$ cat src/rtl/lock_pkg.sv
// Shared definitions for the keypad combination lock: state encoding, digit
// width, default code digits and the one-hot -> BCD decode used by the lock
// controller and by any display logic that shows the pressed digit.
package lock_pkg;

    localparam int unsigned DIGIT_W = 4;
    localparam int unsigned KEY_W   = 10;
    localparam int unsigned STATE_W = 3;
    localparam int unsigned CNT_W   = 3;

    localparam logic [DIGIT_W-1:0] CODE0_DEF = 4'd0;
    localparam logic [DIGIT_W-1:0] CODE1_DEF = 4'd9;
    localparam logic [DIGIT_W-1:0] CODE2_DEF = 4'd3;
    localparam logic [DIGIT_W-1:0] CODE3_DEF = 4'd1;

    typedef enum logic [STATE_W-1:0] {
        S_IDLE    = 3'd0,
        S_ENTRY   = 3'd1,
        S_CHECK   = 3'd2,
        S_OPEN    = 3'd3,
        S_LOCKOUT = 3'd4
    } state_t;

    typedef struct packed {
        logic               valid;
        logic [DIGIT_W-1:0] bcd;
    } key_dec_t;

    // Exactly one set bit gives a valid digit; zero or multi-hot keys are invalid
    // and report bcd=0 so they can never alias a real digit.
    function automatic key_dec_t onehot_to_bcd(input logic [KEY_W-1:0] key);
        key_dec_t    d;
        int unsigned ones;
        d.valid = 1'b0;
        d.bcd   = '0;
        ones    = 0;
        for (int unsigned i = 0; i < KEY_W; i++) begin
            if (key[i]) begin
                ones  = ones + 1;
                d.bcd = DIGIT_W'(i);
            end
        end
        d.valid = (ones == 1);
        if (!d.valid) begin
            d.bcd = '0;
        end
        return d;
    endfunction

    function automatic int unsigned max3(input int unsigned a, input int unsigned b,
                                         input int unsigned c);
        int unsigned m;
        m = a;
        if (b > m) m = b;
        if (c > m) m = c;
        return m;
    endfunction

endpackage

$ cat src/rtl/keypad_decode.sv
// Combinational keypad decoder: 10-line one-hot key -> {valid, bcd}.
// Ports:
//   key      in  10  one-hot key lines, key[d] = digit d
//   valid_c  out 1   exactly one key line set
//   bcd_c    out 4   index of the set line (0 when invalid)
module keypad_decode
    import lock_pkg::*;
(
    input  logic [KEY_W-1:0]   key,
    output logic               valid_c,
    output logic [DIGIT_W-1:0] bcd_c
);

    key_dec_t dec;

    always_comb begin
        dec     = onehot_to_bcd(key);
        valid_c = dec.valid;
        bcd_c   = dec.bcd;
    end

endmodule

$ cat src/rtl/keypad_lock_ctrl.sv
// Four-digit combination lock controller. Digits arrive one per key_valid strobe,
// are compared against the stored code, and the result drives timed unlock,
// failed-attempt counting and timed lockout. One down-timer is shared by the
// entry timeout, the open window and the lockout window.
// Ports:
//   clk         in   1   rising-edge clock
//   rst         in   1   synchronous active-high reset
//   key         in   10  one-hot digit
//   key_valid   in   1   one-cycle strobe qualifying key
//   clear       in   1   abort entry / relock
//   unlocked    out  1   high while open
//   locked_out  out  1   high while locked out
//   digit_cnt   out  3   digits accepted in current attempt
//   fail_cnt    out  3   consecutive failed attempts
//   accept      out  1   pulse on correct code
//   reject      out  1   pulse on wrong code
module keypad_lock_ctrl
    import lock_pkg::*;
#(
    parameter logic [DIGIT_W-1:0] CODE0       = CODE0_DEF,
    parameter logic [DIGIT_W-1:0] CODE1       = CODE1_DEF,
    parameter logic [DIGIT_W-1:0] CODE2       = CODE2_DEF,
    parameter logic [DIGIT_W-1:0] CODE3       = CODE3_DEF,
    parameter int unsigned        MAX_FAIL    = 3,
    parameter int unsigned        LOCKOUT_CYC = 1000,
    parameter int unsigned        OPEN_CYC    = 500,
    parameter int unsigned        TIMEOUT_CYC = 2000
) (
    input  logic             clk,
    input  logic             rst,
    input  logic [KEY_W-1:0] key,
    input  logic             key_valid,
    input  logic             clear,
    output logic             unlocked,
    output logic             locked_out,
    output logic [CNT_W-1:0] digit_cnt,
    output logic [CNT_W-1:0] fail_cnt,
    output logic             accept,
    output logic             reject
);

    localparam int unsigned TMR_MAX = max3(LOCKOUT_CYC, OPEN_CYC, TIMEOUT_CYC);
    localparam int unsigned TMR_W   = $clog2(TMR_MAX + 1);

    localparam logic [TMR_W-1:0] OPEN_LOAD    = TMR_W'(OPEN_CYC - 1);
    localparam logic [TMR_W-1:0] LOCKOUT_LOAD = TMR_W'(LOCKOUT_CYC - 1);
    localparam logic [TMR_W-1:0] TIMEOUT_LOAD = TMR_W'(TIMEOUT_CYC - 1);

    state_t             state, state_nxt;
    logic [TMR_W-1:0]   timer, timer_nxt;
    logic               match, match_nxt;
    logic [CNT_W-1:0]   digit_nxt, fail_nxt, fail_inc;
    logic               accept_nxt, reject_nxt;

    logic               key_ok_c;
    logic [DIGIT_W-1:0] key_bcd_c;
    logic [DIGIT_W-1:0] exp_digit;
    logic               digit_hit;

    keypad_decode u_decode (
        .key     (key),
        .valid_c (key_ok_c),
        .bcd_c   (key_bcd_c)
    );

    // Code digit expected at the current position of the attempt.
    always_comb begin
        exp_digit = CODE3;
        case (digit_cnt)
            3'd0:    exp_digit = CODE0;
            3'd1:    exp_digit = CODE1;
            3'd2:    exp_digit = CODE2;
            default: exp_digit = CODE3;
        endcase
    end

    // Invalid keys still advance the attempt but can never match.
    assign digit_hit = key_ok_c && (key_bcd_c == exp_digit);
    assign fail_inc  = CNT_W'(fail_cnt + 3'd1);

    // State, counters and all outputs.
    always_ff @(posedge clk) begin
        if (rst) begin
            state      <= S_IDLE;
            timer      <= '0;
            match      <= 1'b0;
            digit_cnt  <= '0;
            fail_cnt   <= '0;
            accept     <= 1'b0;
            reject     <= 1'b0;
            unlocked   <= 1'b0;
            locked_out <= 1'b0;
        end else begin
            state      <= state_nxt;
            timer      <= timer_nxt;
            match      <= match_nxt;
            digit_cnt  <= digit_nxt;
            fail_cnt   <= fail_nxt;
            accept     <= accept_nxt;
            reject     <= reject_nxt;
            unlocked   <= (state_nxt == S_OPEN);
            locked_out <= (state_nxt == S_LOCKOUT);
        end
    end

    // Next-state and next-output logic; clear beats a simultaneous key.
    always_comb begin
        state_nxt  = state;
        timer_nxt  = timer;
        match_nxt  = match;
        digit_nxt  = digit_cnt;
        fail_nxt   = fail_cnt;
        accept_nxt = 1'b0;
        reject_nxt = 1'b0;

        case (state)
            S_IDLE: begin
                if (key_valid && !clear) begin
                    state_nxt = S_ENTRY;
                    digit_nxt = 3'd1;
                    match_nxt = digit_hit;
                    timer_nxt = TIMEOUT_LOAD;
                end
            end

            S_ENTRY: begin
                if (clear) begin
                    state_nxt = S_IDLE;
                    digit_nxt = '0;
                    match_nxt = 1'b0;
                    timer_nxt = '0;
                end else if (key_valid) begin
                    match_nxt = match && digit_hit;
                    timer_nxt = TIMEOUT_LOAD;
                    digit_nxt = CNT_W'(digit_cnt + 3'd1);
                    if (digit_cnt == 3'd3) begin
                        state_nxt = S_CHECK;
                    end
                end else if (timer == '0) begin
                    state_nxt = S_IDLE;
                    digit_nxt = '0;
                    match_nxt = 1'b0;
                end else begin
                    timer_nxt = TMR_W'(timer - 1'b1);
                end
            end

            S_CHECK: begin
                digit_nxt = '0;
                match_nxt = 1'b0;
                if (match) begin
                    state_nxt  = S_OPEN;
                    accept_nxt = 1'b1;
                    fail_nxt   = '0;
                    timer_nxt  = OPEN_LOAD;
                end else begin
                    reject_nxt = 1'b1;
                    fail_nxt   = fail_inc;
                    if (fail_inc == CNT_W'(MAX_FAIL)) begin
                        state_nxt = S_LOCKOUT;
                        timer_nxt = LOCKOUT_LOAD;
                    end else begin
                        state_nxt = S_IDLE;
                        timer_nxt = '0;
                    end
                end
            end

            S_OPEN: begin
                if (clear || timer == '0) begin
                    state_nxt = S_IDLE;
                    timer_nxt = '0;
                end else begin
                    timer_nxt = TMR_W'(timer - 1'b1);
                end
            end

            S_LOCKOUT: begin
                if (timer == '0) begin
                    state_nxt = S_IDLE;
                    fail_nxt  = '0;
                end else begin
                    timer_nxt = TMR_W'(timer - 1'b1);
                end
            end

            default: begin
                state_nxt = S_IDLE;
                timer_nxt = '0;
                match_nxt = 1'b0;
                digit_nxt = '0;
            end
        endcase
    end

endmodule

$ cat config.mk
export PLATFORM = sky130hd
export DESIGN_NAME = keypad_lock_ctrl
export DESIGN_NICKNAME = d
export VERILOG_FILES = /design/src/rtl/lock_pkg.sv /design/src/rtl/keypad_decode.sv /design/src/rtl/keypad_lock_ctrl.sv
export SDC_FILE = /design/constraint.sdc
export NUM_CORES = 1
export LEC_CHECK = 0
export BUFFER_PORTS_ARGS = -buffer_cell sky130_fd_sc_hd__buf_2
export CAP_MARGIN = 20
export CELL_PAD_IN_SITES_DETAIL_PLACEMENT = 1
export CELL_PAD_IN_SITES_GLOBAL_PLACEMENT = 2
export CORE_MARGIN = 4
export CORE_UTILIZATION = 38
export CTS_BUF_LIST = sky130_fd_sc_hd__clkbuf_4 sky130_fd_sc_hd__clkbuf_8
export DETAILED_ROUTE_END_ITERATION = 12
export GPL_TIMING_DRIVEN = 0
export HOLD_SLACK_MARGIN = 0.08
export PLACE_DENSITY = 0.88
export REMOVE_ABC_BUFFERS = 1
export SYNTH_ARGS = -nofsm -noshare
export SYNTH_HDL_FRONTEND = slang
export SYNTH_SLANG_ARGS = --single-unit
$ cat constraint.sdc
create_clock -name clk -period 9.8 [get_ports clk]
set_input_delay 1.47 -clock clk [delete_from_list [all_inputs] [get_ports clk]]
set_output_delay 1.47 -clock clk [all_outputs]
set_load 0.03 [all_outputs]
Yosys cells after proc, flatten, opt, wreduce, memory -nomap -nowiden
Index checks and enable logic that the tools add are counted.
Widths: inputs -> output; s select.
{"block": "word_totals", "output_inout_bits": 10, "ff_bits": 25}
{"block": "classes", "n_mux": 52, "n_eq_ne": 15, "n_reduce_logical": 13, "bitwise": 2, "addsub": 12}
{"operator": "$mux 32", "count": 9}
{"operator": "$add 32x1->32 const B", "count": 8}
{"operator": "$mux 11", "count": 5}
{"operator": "$pmux 11 s5", "count": 1}
{"operator": "$mux 3", "count": 17}
{"operator": "$eq 32x1->1 const B", "count": 1}
{"operator": "$mux 10", "count": 2}
{"operator": "$eq 3x2->1 const B", "count": 6}
{"operator": "$pmux 3 s5", "count": 1}
{"operator": "$mux 4", "count": 3}
{"operator": "$pmux 4 s3", "count": 1}
{"operator": "$logic_not 11->1", "count": 1}
{"operator": "$sub 11x1->11 const B", "count": 1}
{"operator": "$pmux 3 s3", "count": 1}
{"operator": "$mux 1", "count": 8}
{"operator": "$add 3x1->3 const B", "count": 2}
{"operator": "$eq 3x1->1 const B", "count": 2}
{"operator": "$eq 3x3->1 const B", "count": 2}
{"operator": "$logic_not 3->1", "count": 2}
{"operator": "$pmux 3 s2", "count": 1}
{"operator": "$eq 4x4->1", "count": 1}
{"operator": "$mux 2", "count": 2}
{"operator": "$ne 2x2->1 const B", "count": 2}
{"operator": "$ne 4x4->1 const B", "count": 1}
{"operator": "other kinds (10)", "count": 14}

Longest topological paths before layout
Gate-level depths: netlist of run 1.
{"block": "logic_depth", "word_depth": 27, "ltp_mapped": 27, "depth_no_buf": 27}

Cells and area by module
From an unflattened synthesis of run 1, not the netlist that was laid out.
{"block": "hier_totals", "cells_unflattened": 319, "hier_area_um2": 2502.4}
{"mod": "keypad_lock_ctrl", "cells_per_inst": 199, "instances": 1, "area_each_um2": 1586.5}
{"mod": "keypad_decode", "cells_per_inst": 120, "instances": 1, "area_each_um2": 915.9}

Least setup slack after synthesis of run 1
OpenSTA, ideal clock, no wires.
{"block": "synth_timing", "path_kind": "input port to flip-flop", "from": "input key[0]", "to": "register match", "cell_stages": 26, "setup_slack_ns": 3.336, "t_arrival_ns": 6.347, "path_cell_list": "inv_1 > ha_1 > xor2_1 > ha_1 > mux2_2 > ha_1 > mux2_2 > ha_1 > and2_1 > or3_1 > ha_1 > nand2b_1 > o41ai_1 > inv_1 > ha_1 > nand2_1 > o21ai_0 > ha_1 > inv_1 > a21oi_1 > ha_1 > inv_1 > a221oi_1 > nor3_1 > and4_2 > o22a_1"}
{"block": "synth_between", "elab_chain_len": 27, "elab_cells_between_ends": 28}
{"item": "start: declaration", "line": "keypad_lock_ctrl.sv:31", "source": "input logic [KEY_W-1:0] key,"}
{"item": "$mux 1 (*)", "line": "lock_pkg.sv:38", "source": "if (key[i]) begin"}
{"item": "$add 1x1->2", "line": "lock_pkg.sv:39", "source": "ones = ones + 1;"}
{"item": "$mux 32 (*)", "line": "lock_pkg.sv:38"}
{"item": "$add 32x1->32", "line": "lock_pkg.sv:39"}
{"item": "$mux 32 (*)", "line": "lock_pkg.sv:38"}
{"item": "$add 32x1->32", "line": "lock_pkg.sv:39"}
{"item": "$mux 32 (*)", "line": "lock_pkg.sv:38"}
{"item": "$add 32x1->32", "line": "lock_pkg.sv:39"}
{"item": "[11 not listed]"}
{"item": "$eq 32x1->1 (*)", "line": "lock_pkg.sv:43", "source": "d.valid = (ones == 1);"}
{"item": "$mux 4", "line": "lock_pkg.sv:44", "source": "if (!d.valid) begin"}
{"item": "$eq 4x4->1", "line": "keypad_lock_ctrl.sv:78", "source": "assign digit_hit = key_ok_c && (key_bcd_c == exp_digit);"}
{"item": "$logic_and 1x1->1 (*)", "line": "keypad_lock_ctrl.sv:78"}
{"item": "$logic_and 1x1->1", "line": "keypad_lock_ctrl.sv:133", "source": "match_nxt = match && digit_hit;"}
{"item": "$mux 1", "line": "keypad_lock_ctrl.sv:132", "source": "end else if (key_valid) begin"}
{"item": "$mux 1", "line": "keypad_lock_ctrl.sv:127", "source": "if (clear) begin"}
{"item": "$pmux 1 s3 (*)", "line": "keypad_lock_ctrl.sv:116", "source": "case (state)"}
{"item": "end signal: assignment", "line": "keypad_lock_ctrl.sv:96", "source": "match <= match_nxt;"}
{"item": "end: declaration", "line": "keypad_lock_ctrl.sv:51", "source": "logic match, match_nxt;"}
Mark *: on every way between the ends. The rest lies on a longest branch, timed or not. The select of a mux whose other input is x is not followed.
A chain may end at the register's enable or synchronous reset.

Worst setup path in the final report of run 1
Ends and elaborated chain as after synthesis.

==> impl_metrics.py, run 1 <==
metrics = {
    "run_status": {
        "status": "completed",
    },
    "die": {
        "ios": 24,
        "num_rows": 28,
        "fp.dieH_um": 87.6,
        "die-area_mm2": 0.00768,
        "start_util_pct": 40.0,
        "die_x_um": 87.6,
        "coreArea_mm2": 0.00603,
    },
    "synthesis": {
        "synth_area_mm2": 0.00241,
        "ys_dominant_reg_cell": "dfxtp_1",
        "ys_async_sr_fraction_pct": 0,
        "synthDistinctLibCells": 59,
        "syn_avg_cell_area_um2": 7.32,
        "synth_edf_count": 0,
        "synth_seq_area_share_pct": 20.8,
        "ys_seq_elements": 25,
        "yosys_warnings": 0,
        "synthCells": 329,
    },
    "cts": {
        "root_buffer": "clkbuf_8",
        "ctsHoldBuffers": 0,
        "ctsLongestPathBuffers": 2,
        "cts_resized": 0,
        "htreeDepth": 1,
        "cts_made_buffers": 3,
        "post_cts_buffers": 0,
        "cts_sinks": 25,
        "clk_latency_ns": 0.27,
        "cts_tree": "done",
        "clk_pin_slew_ns": 0.09,
    },
    "cells_and_area": {
        "final_layout_size_suffix_gt1_share_pct": 12.9,
        "antenna_cells": 0,
        "final_cells": 416,
        "nFillCells": 793,
        "syn_to_final_growth_pct": 8.00,
        "stdcell_area_mm2": 0.00260,
        "nets": 373,
    },
    "setup_path": {
        "end_kind": "flip-flop",
        "start_kind": "input port",
        "cp.buffers_inverters": 5,
        "critical_path_class": "input port to flip-flop",
        "slowest_delay_ns": 0.38,
        "crit_fanout": 5,
        "cpMostUsedCell": "ha_1",
        "cp.arrival_ns": 6.91,
        "critical-path-top-delay-family": "adder cells",
        "worst_path_max_delay_cell": "ha_1",
        "critPathRequiredTime_ns": 9.97,
    },
    "global_routing": {
        "grt_first_pass_wirelength_um": 10800,
        "grt_use_total_pct": 16.9,
        "gr-total-overflow": 0,
        "antenna_found_initial": 0,
        "grt_max_degree": 24,
        "grt_pass1_vias": 2354,
    },
    "timing": {
        "relSlewSlack_pct": 38.0,
        "hold_viol": 0,
        "worst_pin_slew_ns": 0.921,
        "fin_crit_sh_pct": 68.8,
        "finClkSkew_ns": 0.00565,
        "rsz0062_at_grt": "no",
        "report.final.slew_viol_count": 0,
        "setup_viol": 0,
        "tns_ns": 0,
        "fmax_mhz": 148,
        "period_needed_ns": 6.74,
    },
    "pwr": {
        "power_mw": 0.363,
        "pwr_density_cell_mw_per_mm2": 140,
        "peakVddDrop_uv": 58.8,
        "leakage_nw": 1.11,
    },
    "placement": {
        "placement.cell_area_mm2": 0.00255,
        "gp_congestion": 0.787,
        "dp_hpwl_um": 5000,
        "port_buffers": 23,
        "dp.cells": 412,
    },
    "detailed_routing": {
        "drt_iter0_drc": 79,
        "drt_wl_total_um": 6330,
        "wire_per_inst_um": 15.2,
        "drc": 0,
        "vias_per_cell": 5.65,
        "dr.pass1.iters": 4,
        "num_vias": 2352,
        "ant_nets": 0,
    },
    "worst_hold_path": {
        "holdCritPathClass": "flip-flop to flip-flop",
    },
    "run": {
        "max-cap-violations": 0,
    },
}
power by group:
part	switching, mW	internal (mW)	total [mW]
logic	0.107	0.0808	0.188
clock network	0.0327	0.0318	0.0645
registers	0.00521	0.106	0.111
metal layers:
metal / global-route usage [%] / wire (um) / vias up
li1: - / - / 1204
met1: 20.5 / 2970 / 1129
met2: 32.7 / 3210 / 17
met3: 1.22 / 107 / 2
met4: 2.93 / 38 / 0
met5: 0 / 0 / -
Yosys cell counts (6+ instances only):
master,count,area [um2]
nor2b_1,7,43.8
xor2_1,6,52.6
nor4_1,8,50.1
xnor2_1,10,87.6
dfxtp_1,25,500
nand2_1,40,150
clkbuf_1,13,48.8
o21ai_0,20,100
nor3_1,11,55.1
inv_1,16,60.1
ha_1,17,213
a31oi_1,7,43.8
nor2_1,40,150
a21oi_1,26,130
cell families after synthesis:
group	count (synthesis)	share of synthesized area, %
AND/OR/NAND/NOR	142	29.1
AO/OA/AOI/OAI	85	22.8
buffers and inverters	31	5.19
flip-flops	25	20.8
XOR/XNOR	21	9.81
adder cells (fa/ha/maj)	17	8.83
multiplexers	8	3.48
path summary, 6_finish.rpt:
path             from       end  slack, ns  depth (start not counted)
max            key[0]     match       3.06                         27
min          timer[6]  timer[6]       0.50                          2
max reg2reg  timer[0]     match       6.53                         11
min reg2reg  timer[6]  timer[6]       0.50                          2
cell type report:
class                      instances  area, um2  area share [%]
timing repair buffer              23        115            4.42
inverter                          16       60.1            2.31
multi-input combinational        273       1780            68.6
clock buffer                       4       48.8            1.87
sequential                        25        500            19.2
tap                               75       93.8            3.61
layout by cell type, fill, tap and decap left out, drive strengths merged, types with 3 or more instances in the layout:
cell type,count
dfxtp,25
mux2i,5
nand2,40
ha,17
inv,16
or2,4
xnor2,12
xor2,7
nor3,11
or3,5
o21a,3
a211oi,3
o21ai,20
o31ai,3
buf,23
a21oi,26
nand3b,4
nor2,40
clkbuf,4
a31oi,7
nand3,4
mux2,3
o211ai,3
nor4,8
nand2b,5
nor2b,7
flip-flops by register name, summed over array words and instances (netlist names):
signal	cells
timer	11
unlocked	1
fail_cnt	3
accept	1
match	1
digit_cnt	3
reject	1
state	3
locked_out	1
worst register-to-register path, stage by stage, from the launching register on:
cell and delay (ns):
dfxtp_1 0.36, inv_1 0.07, ha_1 0.18, nor3b_1 0.49, nand2_1 0.12, or2_2 0.34
nor4_1 0.66, o21ai_0 0.15, and4_1 0.31, nor3_1 0.19, and4_2 0.23, o22a_1 0.11
per-stage QoR:
| stage | util, % | worst slack [ns] | hold WS (ns) |
|---|---|---|---|
| after floorplan | - | 3.36 | 0.443 |
| after global placement | 42.4 | 2.83 | 0.471 |
| after detailed placement | 42.4 | 2.74 | 0.483 |
| after CTS | 43.2 | 3.02 | 0.496 |
| after global routing | 43.2 | 2.71 | 0.533 |
| final | 43.2 | 3.06 | 0.496 |
Power figures use the tool's default switching activity.
==> run 2, diff against run 1 <==
ABC_AREA = 1   (was default)
CORE_UTILIZATION = 33   (was 38)
PLACE_DENSITY = 0.83   (was 0.88)
clock period = 6.7 ns   (was 9.8 ns; I/O delays follow)
==> impl_metrics.py, run 2 <==
metrics = {
    "run_status": {
        "status": "completed",
    },
    "die": {
        "num_rows": 30,
        "fp.dieH_um": 93.7,
        "die_x_um": 93.7,
        "coreArea_mm2": 0.00694,
        "start_util_pct": 34.9,
        "ios": 24,
        "die-area_mm2": 0.00877,
    },
    "cells_and_area": {
        "syn_to_final_growth_pct": 11.3,
        "antenna_cells": 0,
        "layout_common_cells": "107 x nand2_1, 70 x inv_1, 48 x nor2_1, 25 x dfxtp_1",
        "final_common_cell": "nand2_1",
        "final_layout_size_suffix_gt1_share_pct": 16.6,
        "largest_reg_flops": 11,
        "layout.area.seq_um2": 500,
        "top_register": "timer",
        "nets": 460,
        "multi_input_area_mm2": 0.00164,
        "stdcell_area_mm2": 0.00269,
        "nFillCells": 971,
    },
    "cts": {
        "cts_resized": 0,
        "clk_latency_ns": 0.28,
        "post_cts_buffers": 0,
        "ctsLongestPathBuffers": 2,
        "ctsHoldBuffers": 0,
        "clk_pin_slew_ns": 0.09,
        "root_buffer": "clkbuf_8",
        "htreeDepth": 1,
        "cts_made_buffers": 3,
        "cts_sinks": 25,
        "cts_tree": "done",
    },
    "detailed_routing": {
        "drc": 0,
        "drt_wl_total_um": 6330,
        "wire_per_inst_um": 12.1,
        "num_vias": 2459,
        "vias_per_cell": 4.69,
        "dr.pass1.iters": 4,
        "ant_nets": 0,
        "drt_iter0_drc": 40,
    },
    "worst_hold_path": {
        "holdCritPathClass": "flip-flop to flip-flop",
    },
    "setup_path": {
        "cpMostUsedCell": "nand2_1",
        "end_kind": "flip-flop",
        "start_kind": "input port",
        "cp.buffers_inverters": 6,
        "critPathRequiredTime_ns": 6.92,
        "slowest_delay_ns": 0.31,
        "critical-path-top-delay-family": "adder cells",
        "worst_path_max_delay_cell": "ha_1",
        "critical_path_class": "input port to flip-flop",
        "crit_fanout": 4,
        "cp.arrival_ns": 6.01,
    },
    "synthesis": {
        "syn_avg_cell_area_um2": 5.99,
        "yosys_warnings": 0,
        "synthCells": 404,
        "synth_area_mm2": 0.00242,
        "synth_seq_area_share_pct": 20.7,
        "synth_top_cells_by_area": "dfxtp_1 21%, nand2_1 17%, inv_1 11%, ha_1 8.8%, nor2_1 7.4%",
        "ys_top_cells_by_count": "107 x nand2_1, 70 x inv_1, 48 x nor2_1",
        "yosys.area.top_type_share_pct": 20.7,
        "synth_top_area_cell": "dfxtp_1",
        "ys_async_sr_fraction_pct": 0,
        "ys_dominant_reg_cell": "dfxtp_1",
        "synth_edf_count": 0,
        "synth_most_common_cell": "nand2_1",
        "ys_seq_elements": 25,
        "synthDistinctLibCells": 34,
    },
    "placement": {
        "placement.cell_area_mm2": 0.00265,
        "port_buffers": 23,
        "gp_congestion": 0.848,
        "dp_hpwl_um": 5340,
    },
    "timing": {
        "tns_ns": 0,
        "worst_pin_slew_ns": 0.896,
        "relSlewSlack_pct": 40.1,
        "fmax_mhz": 173,
        "period_needed_ns": 5.80,
        "setup_viol": 0,
        "fin_crit_sh_pct": 86.5,
        "rsz0062_at_grt": "no",
        "finClkSkew_ns": 0.00334,
        "hold_viol": 0,
        "report.final.slew_viol_count": 0,
    },
    "global_routing": {
        "grt_max_degree": 21,
        "grt_first_pass_wirelength_um": 11400,
        "antenna_found_initial": 0,
        "gr-total-overflow": 0,
        "grt_use_total_pct": 15.5,
        "grt_pass1_vias": 2511,
    },
    "pwr": {
        "peakVddDrop_uv": 62.7,
        "leakage_nw": 1.42,
        "pwr_density_cell_mw_per_mm2": 165,
    },
    "run": {
        "max-cap-violations": 0,
    },
}
==> run 2: changes by cell type in the layout (fill, tap and decap cells not counted), moves of 7 or more <==
cell     delta
nor2b_1     -7
inv_1      +54
nand3_1    +19
nor4_1      -7
nand3_2    +10
nand2_1    +67
xnor2_1     -7
nor2_1      +8
nand2_2    +19
nor3_1      -7
==> run 2: worst paths after layout <==
check                start  endpoint  slack [ns]  cells past startpoint
setup / recovery    key[1]     match        0.90                     34
hold / removal    timer[7]  timer[7]        0.48                      2
hold reg to reg   timer[7]  timer[7]        0.48                      2
setup reg to reg  timer[0]     match        4.04                     15
==> run 2: kinds of logic after synthesis <==
| kind of cell | count (synthesis) | synth area share (%) |
|---|---|---|
| AOI/OAI and AO/OA | 47 | 11.0 |
| xor gates and xnor gates | 9 | 3.26 |
| adders and majority gates | 17 | 8.79 |
| buffers and inverters | 76 | 11.8 |
| DFF | 25 | 20.7 |
| and+or+nand+nor | 230 | 44.5 |
==> run 2: power by group <==
part	internal [mW]	switching, mW	total, mW
Sequential	0.155	0.00691	0.162
Clock	0.0468	0.0518	0.0985
Combinational	0.0651	0.118	0.183
==> run 2: metrics by stage <==
step           util, %  setup WS [ns]  cells  hold slack, ns  total power, mW
3_3_place_gp      38.1          0.625    520           0.454            0.346
5_1_grt           38.8          0.443    524           0.504            0.486
6_report          38.8          0.904    524           0.475            0.444
2_1_floorplan        -           1.15    401           0.439            0.306
4_1_cts           38.8          0.828    524           0.481            0.454
3_5_place_dp      38.1          0.553    520           0.466            0.352
==> run 2: layout make-up <==
cell class,instances,area share [%]
clock buffers,4,1.81
inverters,73,10.2
multi-input cells,303,60.7
flip-flops and latches,25,18.6
well taps,96,4.46
repair buffers,23,4.27
==> run 2: worst register-to-register path: stages, from the launching register on <==
cell and delay [ns]:
dfxtp_1 0.34, inv_1 0.08, ha_1 0.19, nand2_1 0.11
nor3_2 0.23, nand4_1 0.17, nor2_1 0.24, inv_2 0.10
nand2_1 0.09, inv_1 0.05, nor4_2 0.38, nand4_1 0.20
nor3_2 0.12, and2_1 0.13, nand2_1 0.07, a21oi_2 0.10
==> run 2: per-layer routing <==
layer  part of all wire, %  GRT usage [%]
met3                   2.2           2.40
met5                     0              0
met2                    45           25.3
met1                    53           22.2
met4                  0.51           2.17
==> run 3, diff against run 2 <==
PLACE_DENSITY = default   (was 0.83)
PLACE_DENSITY_LB_ADDON = 0.1   (was default)
==> impl_metrics.py, run 3 (synthesis results as in run 2) <==
metrics = {
    "detailed_routing": {
        "drt_iter0_drc": 66,
        "drt_wl_total_um": 6200,
        "vias_per_cell": 4.68,
        "wire_per_inst_um": 11.8,
        "num_vias": 2453,
        "dr.pass1.iters": 4,
        "drc": 0,
        "ant_nets": 0,
    },
    "global_routing": {
        "grt_max_degree": 21,
        "grt_pass1_vias": 2395,
        "grt_use_total_pct": 15.1,
        "antenna_found_initial": 0,
        "gr-total-overflow": 0,
        "grt_first_pass_wirelength_um": 11000,
    },
    "cells_and_area": {
        "syn_to_final_growth_pct": 11.2,
        "antenna_cells": 0,
        "final_common_cell": "nand2_1",
        "top_register": "timer",
        "final_layout_size_suffix_gt1_share_pct": 16.6,
        "nets": 460,
        "largest_reg_flops": 11,
        "layout_common_cells": "107 x nand2_1, 70 x inv_1, 48 x nor2_1, 25 x dfxtp_1",
        "stdcell_area_mm2": 0.00269,
        "nFillCells": 981,
    },
    "cts": {
        "ctsHoldBuffers": 0,
        "htreeDepth": 1,
        "cts_sinks": 25,
        "root_buffer": "clkbuf_8",
        "cts_resized": 0,
        "cts_made_buffers": 3,
        "clk_latency_ns": 0.27,
        "ctsLongestPathBuffers": 2,
        "cts_tree": "done",
        "post_cts_buffers": 0,
        "clk_pin_slew_ns": 0.10,
    },
    "timing": {
        "rsz0062_at_grt": "no",
        "hold_slack_ns": 0.478,
        "finClkSkew_ns": 0.00646,
        "setup_viol": 0,
        "relSlewSlack_pct": 40.6,
        "period_needed_ns": 5.75,
        "hold_viol": 0,
        "report.final.slew_viol_count": 0,
        "fmax_mhz": 174,
        "fin_crit_sh_pct": 85.8,
        "worst_pin_slew_ns": 0.888,
        "tns_ns": 0,
    },
    "die": {
        "num_rows": 30,
        "coreArea_mm2": 0.00694,
        "die_x_um": 93.7,
        "die-area_mm2": 0.00877,
        "ios": 24,
        "start_util_pct": 34.9,
        "fp.dieH_um": 93.7,
    },
    "setup_path": {
        "slowest_delay_ns": 0.33,
        "critPathRequiredTime_ns": 6.92,
        "end_kind": "flip-flop",
        "cpMostUsedCell": "nand2_1",
        "start_kind": "input port",
        "cp.arrival_ns": 5.97,
        "worst_path_max_delay_cell": "ha_1",
        "critical_path_class": "input port to flip-flop",
        "crit_fanout": 4,
    },
    "pwr": {
        "leakage_nw": 1.42,
        "pwr_density_cell_mw_per_mm2": 162,
        "peakVddDrop_uv": 79.8,
    },
    "run": {
        "max-cap-violations": 0,
    },
    "placement": {
        "placement.cell_area_mm2": 0.00265,
        "port_buffers": 23,
        "dp_hpwl_um": 5200,
        "gp_congestion": 0.779,
    },
    "worst_hold_path": {
        "holdCritPathClass": "flip-flop to flip-flop",
    },
    "run_status": {
        "status": "completed",
    },
}
-- run 3: cell types whose count changed in the layout (fill, tap and decap cells not counted), sizes merged --
cell and delta:
clkinv +1, clkbuf -1
-- run 3: worst paths after layout --
check             endpoint  slack, ns      from  depth (start not counted)
setup reg to reg     match       4.07  timer[0]                         15
hold / removal    timer[7]       0.48  timer[7]                          2
setup / recovery     match       0.95    key[0]                         34
hold reg to reg   timer[7]       0.48  timer[7]                          2
-- run 3: layout make-up --
cell class              count  area, um2  area share (%)
flip-flops and latches     25        500            18.6
multi-input cells         303       1640            60.8
repair buffers             23        115            4.28
well taps                  96        120            4.46
inverters                  73        274            10.2
clock buffers               3       41.3            1.53
clock inverters             1       5.00           0.186
-- run 3: per-layer routing --
metal	vias to the layer above	track usage, %	wire length [um]
met2	21	24.1	2670
met3	2	2.56	177
li1	1316	-	-
met1	1114	22.3	3330
met5	-	0	0
met4	0	1.08	17
-- run 3: per-stage QoR --
stage          setup WS, ns  power, mW  instances  util, %
6_report              0.948      0.437        524     38.8
5_1_grt               0.461      0.481        524     38.8
3_5_place_dp          0.633      0.350        520     38.1
3_3_place_gp          0.649      0.346        520     38.1
4_1_cts               0.890      0.447        524     38.8
2_1_floorplan          1.15      0.306        401        -
-- run 3: worst max-delay path: cells and delay by family --
kind	cells	cell delay [ns]
adder cells (fa/ha/maj)	8	2.27
AO/OA/AOI/OAI	3	0.36
buffers and inverters	6	0.42
AND/OR/NAND/NOR	17	1.91
-- run 3: report_power, final --
part           internal [mW]  total [mW]  switching, mW
logic                 0.0646       0.182          0.117
clock network         0.0417      0.0931         0.0514
registers              0.155       0.162        0.00714
total                  0.262       0.437          0.175
